$ cat src/rtl/trace_pkg.sv
`default_nettype none
// ============================================================================
// Module   : trace_pkg
// Purpose  : Shared types and helpers for the trace commit queue: the stored
//            event record, memory-size one-hot constants and store-data masking.
// Revision : 1.0 - initial release
// ============================================================================
package trace_pkg;

  // Storage widths of a queued event; the queue's XLEN/AW parameters match these.
  localparam int TRACE_XLEN = 32;
  localparam int TRACE_AW   = 7;

  // One-hot access sizes carried on the mem enable buses.
  localparam logic [2:0] MEM_B = 3'b001;
  localparam logic [2:0] MEM_H = 3'b010;
  localparam logic [2:0] MEM_W = 3'b100;

  typedef struct packed {
    logic [TRACE_XLEN-1:0] pc;
    logic                  rd_en;
    logic [TRACE_AW-1:0]   rd;
    logic [TRACE_XLEN-1:0] rd_wdata;
    logic                  pend;
    logic [2:0]            mem_wen;
    logic [TRACE_XLEN-1:0] waddr;
    logic [TRACE_XLEN-1:0] wdata;
    logic [TRACE_XLEN-1:0] raddr;
  } trace_evt_t;

  // Keep only the bytes a store actually writes; the smallest size bit wins.
  function automatic logic [TRACE_XLEN-1:0] mask_wdata(input logic [2:0]            wen,
                                                       input logic [TRACE_XLEN-1:0] data);
    logic [TRACE_XLEN-1:0] res;
    res = '0;
    if ((wen & MEM_B) != 3'b000) begin
      res = {{(TRACE_XLEN-8){1'b0}}, data[7:0]};
    end else if ((wen & MEM_H) != 3'b000) begin
      res = {{(TRACE_XLEN-16){1'b0}}, data[15:0]};
    end else if ((wen & MEM_W) != 3'b000) begin
      res = data;
    end
    return res;
  endfunction

endpackage : trace_pkg
`default_nettype wire

$ cat src/rtl/trace_wb_match.sv
`default_nettype none
// ============================================================================
// Module   : trace_wb_match
// Purpose  : Finds the youngest valid, pending queue entry whose rd equals a
//            late-writeback address. Purely combinational.
// Revision : 1.0 - initial release
// ============================================================================
module trace_wb_match
  import trace_pkg::*;
#(
  parameter int DEPTH = 8,
  parameter int AW    = TRACE_AW
) (
  input  logic [DEPTH-1:0]          valid_i,
  input  logic [DEPTH-1:0]          pend_i,
  input  logic [DEPTH-1:0][AW-1:0]  rd_i,
  input  logic [$clog2(DEPTH)-1:0]  head_i,
  input  logic [AW-1:0]             addr_i,
  output logic                      hit_o,
  output logic [$clog2(DEPTH)-1:0]  idx_o
);

  localparam int PW = $clog2(DEPTH);

  logic [PW-1:0] idx;

  // Walk from oldest to youngest so the last match seen is the youngest.
  always_comb begin
    hit_o = 1'b0;
    idx_o = head_i;
    idx   = head_i;
    for (int k = 0; k < DEPTH; k++) begin
      idx = head_i + PW'(k);
      if (valid_i[idx] && pend_i[idx] && (rd_i[idx] == addr_i)) begin
        hit_o = 1'b1;
        idx_o = idx;
      end
    end
  end

endmodule : trace_wb_match
`default_nettype wire

$ cat src/rtl/trace_commit_queue.sv
`default_nettype none
// ============================================================================
// Module   : trace_commit_queue
// Purpose  : In-order queue of commit events feeding the trace writer. Events
//            whose rd data is still in flight wait for a late writeback, so the
//            writer only ever sees complete records in program order.
// Revision : 1.0 - initial release
// ============================================================================
module trace_commit_queue
  import trace_pkg::*;
#(
  parameter int DEPTH = 8,
  parameter int AW    = TRACE_AW,
  parameter int XLEN  = TRACE_XLEN
) (
  input  logic                       clk_i,
  input  logic                       rst_i,
  input  logic                       in_valid_i,
  output logic                       in_ready_o,
  input  logic [XLEN-1:0]            in_pc_i,
  input  logic                       in_rd_en_i,
  input  logic [AW-1:0]              in_rd_addr_i,
  input  logic [XLEN-1:0]            in_rd_wdata_i,
  input  logic                       in_rd_pend_i,
  input  logic [2:0]                 in_mem_wen_i,
  input  logic [XLEN-1:0]            in_mem_waddr_i,
  input  logic [XLEN-1:0]            in_mem_wdata_i,
  input  logic [2:0]                 in_mem_ren_i,
  input  logic [XLEN-1:0]            in_mem_raddr_i,
  input  logic                       wb1_en_i,
  input  logic [AW-1:0]              wb1_addr_i,
  input  logic [XLEN-1:0]            wb1_data_i,
  input  logic                       wb2_en_i,
  input  logic [AW-1:0]              wb2_addr_i,
  input  logic [XLEN-1:0]            wb2_data_i,
  output logic                       out_valid_o,
  input  logic                       out_ready_i,
  output logic [XLEN-1:0]            out_pc_o,
  output logic                       out_rd_en_o,
  output logic [AW-1:0]              out_rd_addr_o,
  output logic [XLEN-1:0]            out_rd_wdata_o,
  output logic [2:0]                 out_mem_wen_o,
  output logic [XLEN-1:0]            out_mem_waddr_o,
  output logic [XLEN-1:0]            out_mem_wdata_o,
  output logic [XLEN-1:0]            out_mem_raddr_o,
  output logic [$clog2(DEPTH):0]     count_o,
  output logic [31:0]                inst_count_o,
  output logic                       orphan_wb_o
);

  localparam int PW = $clog2(DEPTH);
  localparam int CW = PW + 1;

  trace_evt_t                mem_q [DEPTH];
  logic [PW-1:0]             head_q, head_d, tail_q, tail_d;
  logic [CW-1:0]             count_q, count_d;
  logic [31:0]               inst_q, inst_d;
  logic                      orphan_q, orphan_d;

  trace_evt_t                new_evt, head_evt;
  logic                      vrd, push, pop;
  logic [DEPTH-1:0]          ent_valid, ent_pend;
  logic [DEPTH-1:0][AW-1:0]  ent_rd;
  logic [PW-1:0]             age;
  logic                      wb1_srch, wb2_srch, wb1_hit, wb2_hit;
  logic [PW-1:0]             wb1_idx, wb2_idx;

  assign head_evt    = mem_q[head_q];
  assign in_ready_o  = (count_q < CW'(DEPTH));
  assign out_valid_o = (count_q != '0) && !head_evt.pend;
  assign vrd         = in_rd_en_i && (in_rd_addr_i[4:0] != 5'd0);
  assign push        = in_valid_i && in_ready_o && (vrd || (in_mem_wen_i != 3'b000));
  assign pop         = out_valid_o && out_ready_i;
  assign wb1_srch    = wb1_en_i && (wb1_addr_i[4:0] != 5'd0);
  assign wb2_srch    = wb2_en_i && (wb2_addr_i[4:0] != 5'd0);

  // Build the record to enqueue: zero unused addresses, mask store data,
  // and hold rd data at zero until a pending write is resolved.
  always_comb begin
    new_evt          = '0;
    new_evt.pc       = in_pc_i;
    new_evt.rd_en    = vrd;
    new_evt.rd       = in_rd_addr_i;
    new_evt.pend     = vrd && in_rd_pend_i;
    new_evt.rd_wdata = (vrd && !in_rd_pend_i) ? in_rd_wdata_i : '0;
    new_evt.mem_wen  = in_mem_wen_i;
    new_evt.waddr    = (in_mem_wen_i != 3'b000) ? in_mem_waddr_i : '0;
    new_evt.wdata    = mask_wdata(in_mem_wen_i, in_mem_wdata_i);
    new_evt.raddr    = (in_mem_ren_i != 3'b000) ? in_mem_raddr_i : '0;
  end

  // Per-entry occupancy derived from distance to head, plus pend/rd views for the matchers.
  always_comb begin
    ent_valid = '0;
    ent_pend  = '0;
    ent_rd    = '0;
    age       = '0;
    for (int i = 0; i < DEPTH; i++) begin
      age          = PW'(i) - head_q;
      ent_valid[i] = (CW'(age) < count_q);
      ent_pend[i]  = mem_q[i].pend;
      ent_rd[i]    = mem_q[i].rd;
    end
  end

  trace_wb_match #(.DEPTH(DEPTH), .AW(AW)) u_match_wb1 (
    .valid_i (ent_valid),
    .pend_i  (ent_pend),
    .rd_i    (ent_rd),
    .head_i  (head_q),
    .addr_i  (wb1_addr_i),
    .hit_o   (wb1_hit),
    .idx_o   (wb1_idx)
  );

  trace_wb_match #(.DEPTH(DEPTH), .AW(AW)) u_match_wb2 (
    .valid_i (ent_valid),
    .pend_i  (ent_pend),
    .rd_i    (ent_rd),
    .head_i  (head_q),
    .addr_i  (wb2_addr_i),
    .hit_o   (wb2_hit),
    .idx_o   (wb2_idx)
  );

  // Next-state for pointers, occupancy, emitted-event counter and sticky orphan flag.
  always_comb begin
    head_d   = head_q + PW'(pop);
    tail_d   = tail_q + PW'(push);
    count_d  = count_q + CW'(push) - CW'(pop);
    inst_d   = inst_q + 32'(pop);
    orphan_d = orphan_q || (wb1_srch && !wb1_hit) || (wb2_srch && !wb2_hit);
  end

  // State registers and entry storage; wb2 is applied after wb1 so it wins a shared hit.
  always_ff @(posedge clk_i) begin
    if (rst_i) begin
      head_q   <= '0;
      tail_q   <= '0;
      count_q  <= '0;
      inst_q   <= '0;
      orphan_q <= 1'b0;
      for (int i = 0; i < DEPTH; i++) begin
        mem_q[i].pend <= 1'b0;
      end
    end else begin
      head_q   <= head_d;
      tail_q   <= tail_d;
      count_q  <= count_d;
      inst_q   <= inst_d;
      orphan_q <= orphan_d;
      if (push) begin
        mem_q[tail_q] <= new_evt;
      end
      if (wb1_srch && wb1_hit) begin
        mem_q[wb1_idx].rd_wdata <= wb1_data_i;
        mem_q[wb1_idx].pend     <= 1'b0;
      end
      if (wb2_srch && wb2_hit) begin
        mem_q[wb2_idx].rd_wdata <= wb2_data_i;
        mem_q[wb2_idx].pend     <= 1'b0;
      end
    end
  end

  assign out_pc_o        = head_evt.pc;
  assign out_rd_en_o     = head_evt.rd_en;
  assign out_rd_addr_o   = head_evt.rd;
  assign out_rd_wdata_o  = head_evt.rd_wdata;
  assign out_mem_wen_o   = head_evt.mem_wen;
  assign out_mem_waddr_o = head_evt.waddr;
  assign out_mem_wdata_o = head_evt.wdata;
  assign out_mem_raddr_o = head_evt.raddr;
  assign count_o         = count_q;
  assign inst_count_o    = inst_q;
  assign orphan_wb_o     = orphan_q;

endmodule : trace_commit_queue
`default_nettype wire

$ cat config.mk
export PLATFORM = sky130hd
export DESIGN_NAME = trace_commit_queue
export DESIGN_NICKNAME = d
export VERILOG_FILES = /design/src/rtl/trace_pkg.sv /design/src/rtl/trace_wb_match.sv /design/src/rtl/trace_commit_queue.sv
export SDC_FILE = /design/constraint.sdc
export NUM_CORES = 2
export LEC_CHECK = 0
export CAP_MARGIN = 20
export CELL_PAD_IN_SITES_DETAIL_PLACEMENT = 2
export CELL_PAD_IN_SITES_GLOBAL_PLACEMENT = 2
export CORE_ASPECT_RATIO = 0.9
export CORE_UTILIZATION = 43
export CTS_CLUSTER_DIAMETER = 40
export DETAILED_ROUTE_END_ITERATION = 12
export GPL_TIMING_DRIVEN = 1
export PLACE_DENSITY = 0.77
export SYNTH_ARGS = -nofsm -noshare
export SYNTH_HDL_FRONTEND = slang
export SYNTH_SLANG_ARGS = --single-unit
$ cat constraint.sdc
create_clock -name clk_i -period 10.7 [get_ports clk_i]
set_input_delay 2.14 -clock clk_i [delete_from_list [all_inputs] [get_ports clk_i]]
set_output_delay 2.14 -clock clk_i [all_outputs]
set_load 0.02 [all_outputs]
# Word level (Yosys, flattened, before mapping)
# Memories as Yosys holds them, arrays and structs flattened. A register that Yosys moved wholly into a read port is not among the register bits.
# Index checks and enable logic that the tools add are counted.
[word_totals] in_bits=259 register_bits=43 n_memories=1 out_inout_bits=210 word_cells=217 ramBits=1376
[memory_table] memory="mem_q" depth=8 width=172 rd=9 rd_ports_with_merged_regs=1 wr=8 line_no="trace_commit_queue.sv:54" source="trace_evt_t mem_q [DEPTH];"
[classes] n_eq_ne=16 magnitude_cmp=17 addsub=20 reduce_logical=53 mux=105
[op_table] op="2-to-1 mux 172 bit" n=3
[op_table] op="OR reduction 172 bit" n=3
[op_table] op="2-to-1 mux 32 bit" n=6
[op_table] op="binary-select mux 7 bit (select 3 bit)" n=8
[op_table] op="== test 7 bit" n=16
[op_table] op="2-to-1 mux 3 bit" n=20
[op_table] op="2-to-1 mux 7 bit" n=8
[op_table] op="binary-select mux 1 bit (select 3 bit)" n=16
[op_table] op="2-to-1 mux 1 bit" n=43
[op_table] op="logical AND 1 bit" n=37
[op_table] op="adder 32 x 1 -> 32 bit" n=1
[op_table] op="< comparator 3 x 4 -> 1 bit" n=8
[op_table] op="< comparator 3 x 4 -> 1 bit, second input constant" n=8
[op_table] op="nonzero test 5 bit" n=3
[op_table] op="adder 3 bit, second input constant" n=4
[op_table] op="subtractor 3 bit, first input constant" n=4
[op_table] op="adder 3 x 1 -> 3 bit" n=2
[op_table] op="adder 3 x 2 -> 3 bit, second input constant" n=2
[op_table] op="nonzero test 3 bit" n=2
[op_table] op="subtractor 1 x 3 -> 3 bit, first input constant" n=2
[op_table] op="subtractor 2 x 3 -> 3 bit, first input constant" n=2
[op_table] op="adder 4 x 1 -> 4 bit" n=1
[op_table] op="logical NOT 1 bit" n=4
[op_table] op="< comparator 4 bit, second input constant" n=1
[op_table] op="5 further kinds" n=7

# Logic depth before layout (Yosys ltp)
[logic_depth] word_depth=20 depth_mapped=27 ltp_nobuf=16

# By module
# Synthesis repeated with hierarchy kept, for this count alone.
[hier_totals] hier_cells=4952 hier_area_um2=70054.7
[by_module_without_submodules] mod="trace_commit_queue" seq_area_each_um2=42100.4 area_per_inst_um2=62469.9 instances=1 cells_per_inst=4188
[by_module_without_submodules] mod="trace_wb_match" seq_area_each_um2=0.0 area_per_inst_um2=3792.4 instances=2 cells_per_inst=382

# Least setup slack after synthesis
# OpenSTA, ideal clock, no wires.
[synth_timing] path_type="input -> register" start="input in_rd_addr_i[3]" end="memory mem_q[4][100] in the netlist's numbering (enable)" setup_slack_ps=2054 t_required_ps=10305 setup_time_ps=395 arrival_ps=8250 cell_stages=9 n_path_buf=2 cell_sequence="or4_1 o21ai_0 nand2_1 nand3_1 nor3_1 and2_1 clkbuf_1 clkbuf_1 nand3b_1"
[synth_lines] element="from (decl)" line_no="trace_commit_queue.sv:22" source="input logic [AW-1:0] in_rd_addr_i,"
[synth_lines] element="to (decl)" line_no="trace_commit_queue.sv:54"

==> flow_summary.ini <==
[outcome]
status = finished clean

[cells_and_area]
nets = 5450
design_area_um2 = 82400
final_layout_size_suffix_gt1_frac = 0.173
syn2layout_area_growth_pct = 20.3
stdcell_count = 7452
final_common_cell = edfxtp_1
final_util = 0.522
final_cell_mix = edfxtp_1 (1368), nand2_1 (590), clkdlybuf4s50_1 (467)

[worst_hold_path]
hold_path_class = reg2reg
min_to = inst_count_o[18]$_SDFF_PP0_
holdPathStages = 2
hold_start = inst_count_o[18]$_SDFF_PP0_

[clock_tree]
numCtsBuffers = 207
ctsResizeCount = 0
cts.path.max_buffers = 3
cts.clk_slew.worst_paths_ns = 0.05
cts_sinks = 1419
cts_hold_repair.buffers = 0
post-cts-setup-buffer-count = 0
htreeDepth = 4
clock_latency_ns = 0.85
root_buffer = clkbuf_16
cts_tree = built

[detailed_routing]
antenna_left = 0
routed_wirelength_mm = 266
wl_per_cell_um = 35.6
firstDrtPassIters = 5
drc_errors = 0
drtIter0Drc = 4207
viasPerCell = 6.43
route.vias.total = 47900

[placement]
place_inst = 7052
place_area_um2 = 75300
dp_hpwl_mm = 153
pre_cts_slack_ns = 1.58
port_buffers = 468
routabilityCongestion = 0.893

[power_and_ir_drop]
p_seq_frac = 0.343
total_power_mw = 18.6
p_int_mw = 12.4
irDropWorstVdd_mv = 0.223
p_per_area_nw_per_um2 = 226
combinationalPowerShare = 0.283
p_leak_nw = 27.4
power_frac_clock = 0.374
swShare = 0.333
p_switching_mw = 6.20

[timing]
fin_setup_tns_ns = 0
setup_ws_ns = 1.64
timing.final.max_slew_violations = 0
period_share = 0.847
hold-worst-slack_ns = 0.521
setup_viol = 0
fin_worst_skew_ns = 0.0602
fmax_ghz = 0.110
rsz0062_at_grt = false
worstMarginPinSlew_ns = 1.26
slew-limit-headroom = 0.158
period_needed_ns = 9.06
finalHoldViolCount = 0

[die]
initial_core_util = 0.434
rows = 138
die_area_um2 = 161000
fp.dieH_um = 380
io_pins = 469
core_um2 = 158000
die_w_um = 423

[global_route]
first_global_vias = 52100
grt_max_degree = 175
grtUsageMet3 = 0.0467
track_usage = 0.327
grt_pass1_wl_mm = 383
gr-usage-met2 = 0.569
antenna_found_initial = 15
grt_remaining_overflow = 0
gr-max-usage-layer = met2
use_met1 = 0.417

[synth]
yosysWarnings = 0
synth.distinct_cells = 90
synth.cell_area_um2 = 68400
postSynthAreaPerCell_um2 = 14.3
synth_edf_count = 1368
ys_seq_area_frac = 0.615
synthesis.nets = 5064
synthArstFlopShare = 0
ys_ff_latch = 1419
syn_inst = 4779
synth-main-ff-cell = edfxtp_1

[critical_path]
cp-end-kind = register
cpMostUsedCell = buf_4
worstPathArrival_ns = 9.48
r2r_slack_ns = 1.64
crit_path_start_kind = register
max_stage_delay_ns = 1.02
r2r_start = head_q[0]$_SDFF_PP0_
required_ns = 11.12
r2r_end = mem_q[1][105]$_DFFE_PP_
rr_worst_depth = 19
cp_cell_sequence = inv_1 -> ha_2 -> clkinv_1 -> ha_1 -> o21ai_0 -> a221oi_1 -> o32a_1 -> a32oi_1 -> nand4_1 -> o21ai_0 -> nor4_1 -> buf_4 -> nor2_4 -> buf_4 -> and2_1 -> buf_4 -> nand4_1 -> nand3_2 -> buf_4
critPathMaxFanout = 46
slowest_stage = ha_2
path_class = reg2reg

[flow_run]
drv_cap = 0
==> critical path, delay by kind of cell, from the launching register on <==
family	cells	cell delay (ns)
simple gates	6	1.91
buf+inv	6	2.92
flops	1	0.88
fa+ha+maj	2	1.48
compound gates	5	1.42
==> worst max-delay path by stage <==
stage                               from                       to  depth (start not counted)
finish              head_q[0]$_SDFF_PP0_  mem_q[1][105]$_DFFE_PP_                         19
global route        head_q[0]$_SDFF_PP0_  mem_q[1][105]$_DFFE_PP_                         19
CTS                 head_q[0]$_SDFF_PP0_  mem_q[6][124]$_DFFE_PP_                         15
detailed placement  head_q[0]$_SDFF_PP0_  mem_q[6][124]$_DFFE_PP_                         15
global placement    head_q[0]$_SDFF_PP0_  mem_q[6][120]$_DFFE_PP_                         15
floorplan                in_rd_addr_i[3]  mem_q[4][100]$_DFFE_PP_                          9
==> metal layers <==
layer  up-vias  wire length, µm
met5         -               57
met4         8             9590
met3       482            15000
met2      2083           136000
met1     25700           105000
li1      19600                -
==> area by class of cell <==
class	count	area [µm²]
Tap cell	2100	2630
Timing Repair Buffer	570	5620
Sequential cell	1419	42100
Clock buffer	231	5310
Antenna cell	9	22.5
Multi-Input combinational cell	2901	24700
Inverter	66	308
Clock inverter	156	1660
Fill cell	14400	75300
==> cell usage after synthesis, types with 35 or more instances <==
library cell | n | area share
a31oi_1 | 65 | 0.0059
and2_1 | 37 | 0.0034
buf_1 | 56 | 0.0031
buf_2 | 68 | 0.0050
clkbuf_1 | 250 | 0.014
dfxtp_1 | 51 | 0.015
edfxtp_1 | 1368 | 0.60
inv_1 | 61 | 0.0033
mux2i_1 | 215 | 0.031
mux4_2 | 384 | 0.13
nand2_1 | 594 | 0.033
nand3_1 | 167 | 0.012
nand4_1 | 48 | 0.0044
nor2_1 | 347 | 0.019
nor2b_1 | 92 | 0.0084
nor3_1 | 91 | 0.0067
o211ai_1 | 85 | 0.0093
o21ai_0 | 35 | 0.0026
o41ai_1 | 103 | 0.013
or4_1 | 74 | 0.0081
xnor2_1 | 83 | 0.011
xor2_1 | 63 | 0.0081
==> power groups by stage <==
stage	sequential [mW]	combinational [mW]	clock, mW
floorplan	6.41	3.21	0
finish	6.37	5.27	6.96
global placement	6.45	4.99	0
detailed placement	6.48	5.15	0
global route	6.38	5.53	7.23
CTS	6.37	5.25	7.04
==> registers in the layout, indices dropped and copies added (netlist names) <==
signal        flops
head_q            3
count_o           4
mem_q          1376
orphan_wb_o       1
inst_count_o     32
tail_q            3
==> cells by family (layout without fill, tap and decap cells) <==
kind of cell / Yosys count / in the layout / share of synthesized area
AND/OR/NAND/NOR: 1535 / 1535 / 0.103
flip-flops: 1419 / 1419 / 0.615
multiplexers: 633 / 633 / 0.163
AO/OA/AOI/OAI: 559 / 559 / 0.0659
buffers and inverters: 459 / 1023 / 0.0279
XOR/XNOR: 148 / 148 / 0.0192
adder cells (fa/ha/maj): 26 / 26 / 0.00486
other: 0 / 9 / 0
No activity file was read; power rests on OpenSTA's default activity.
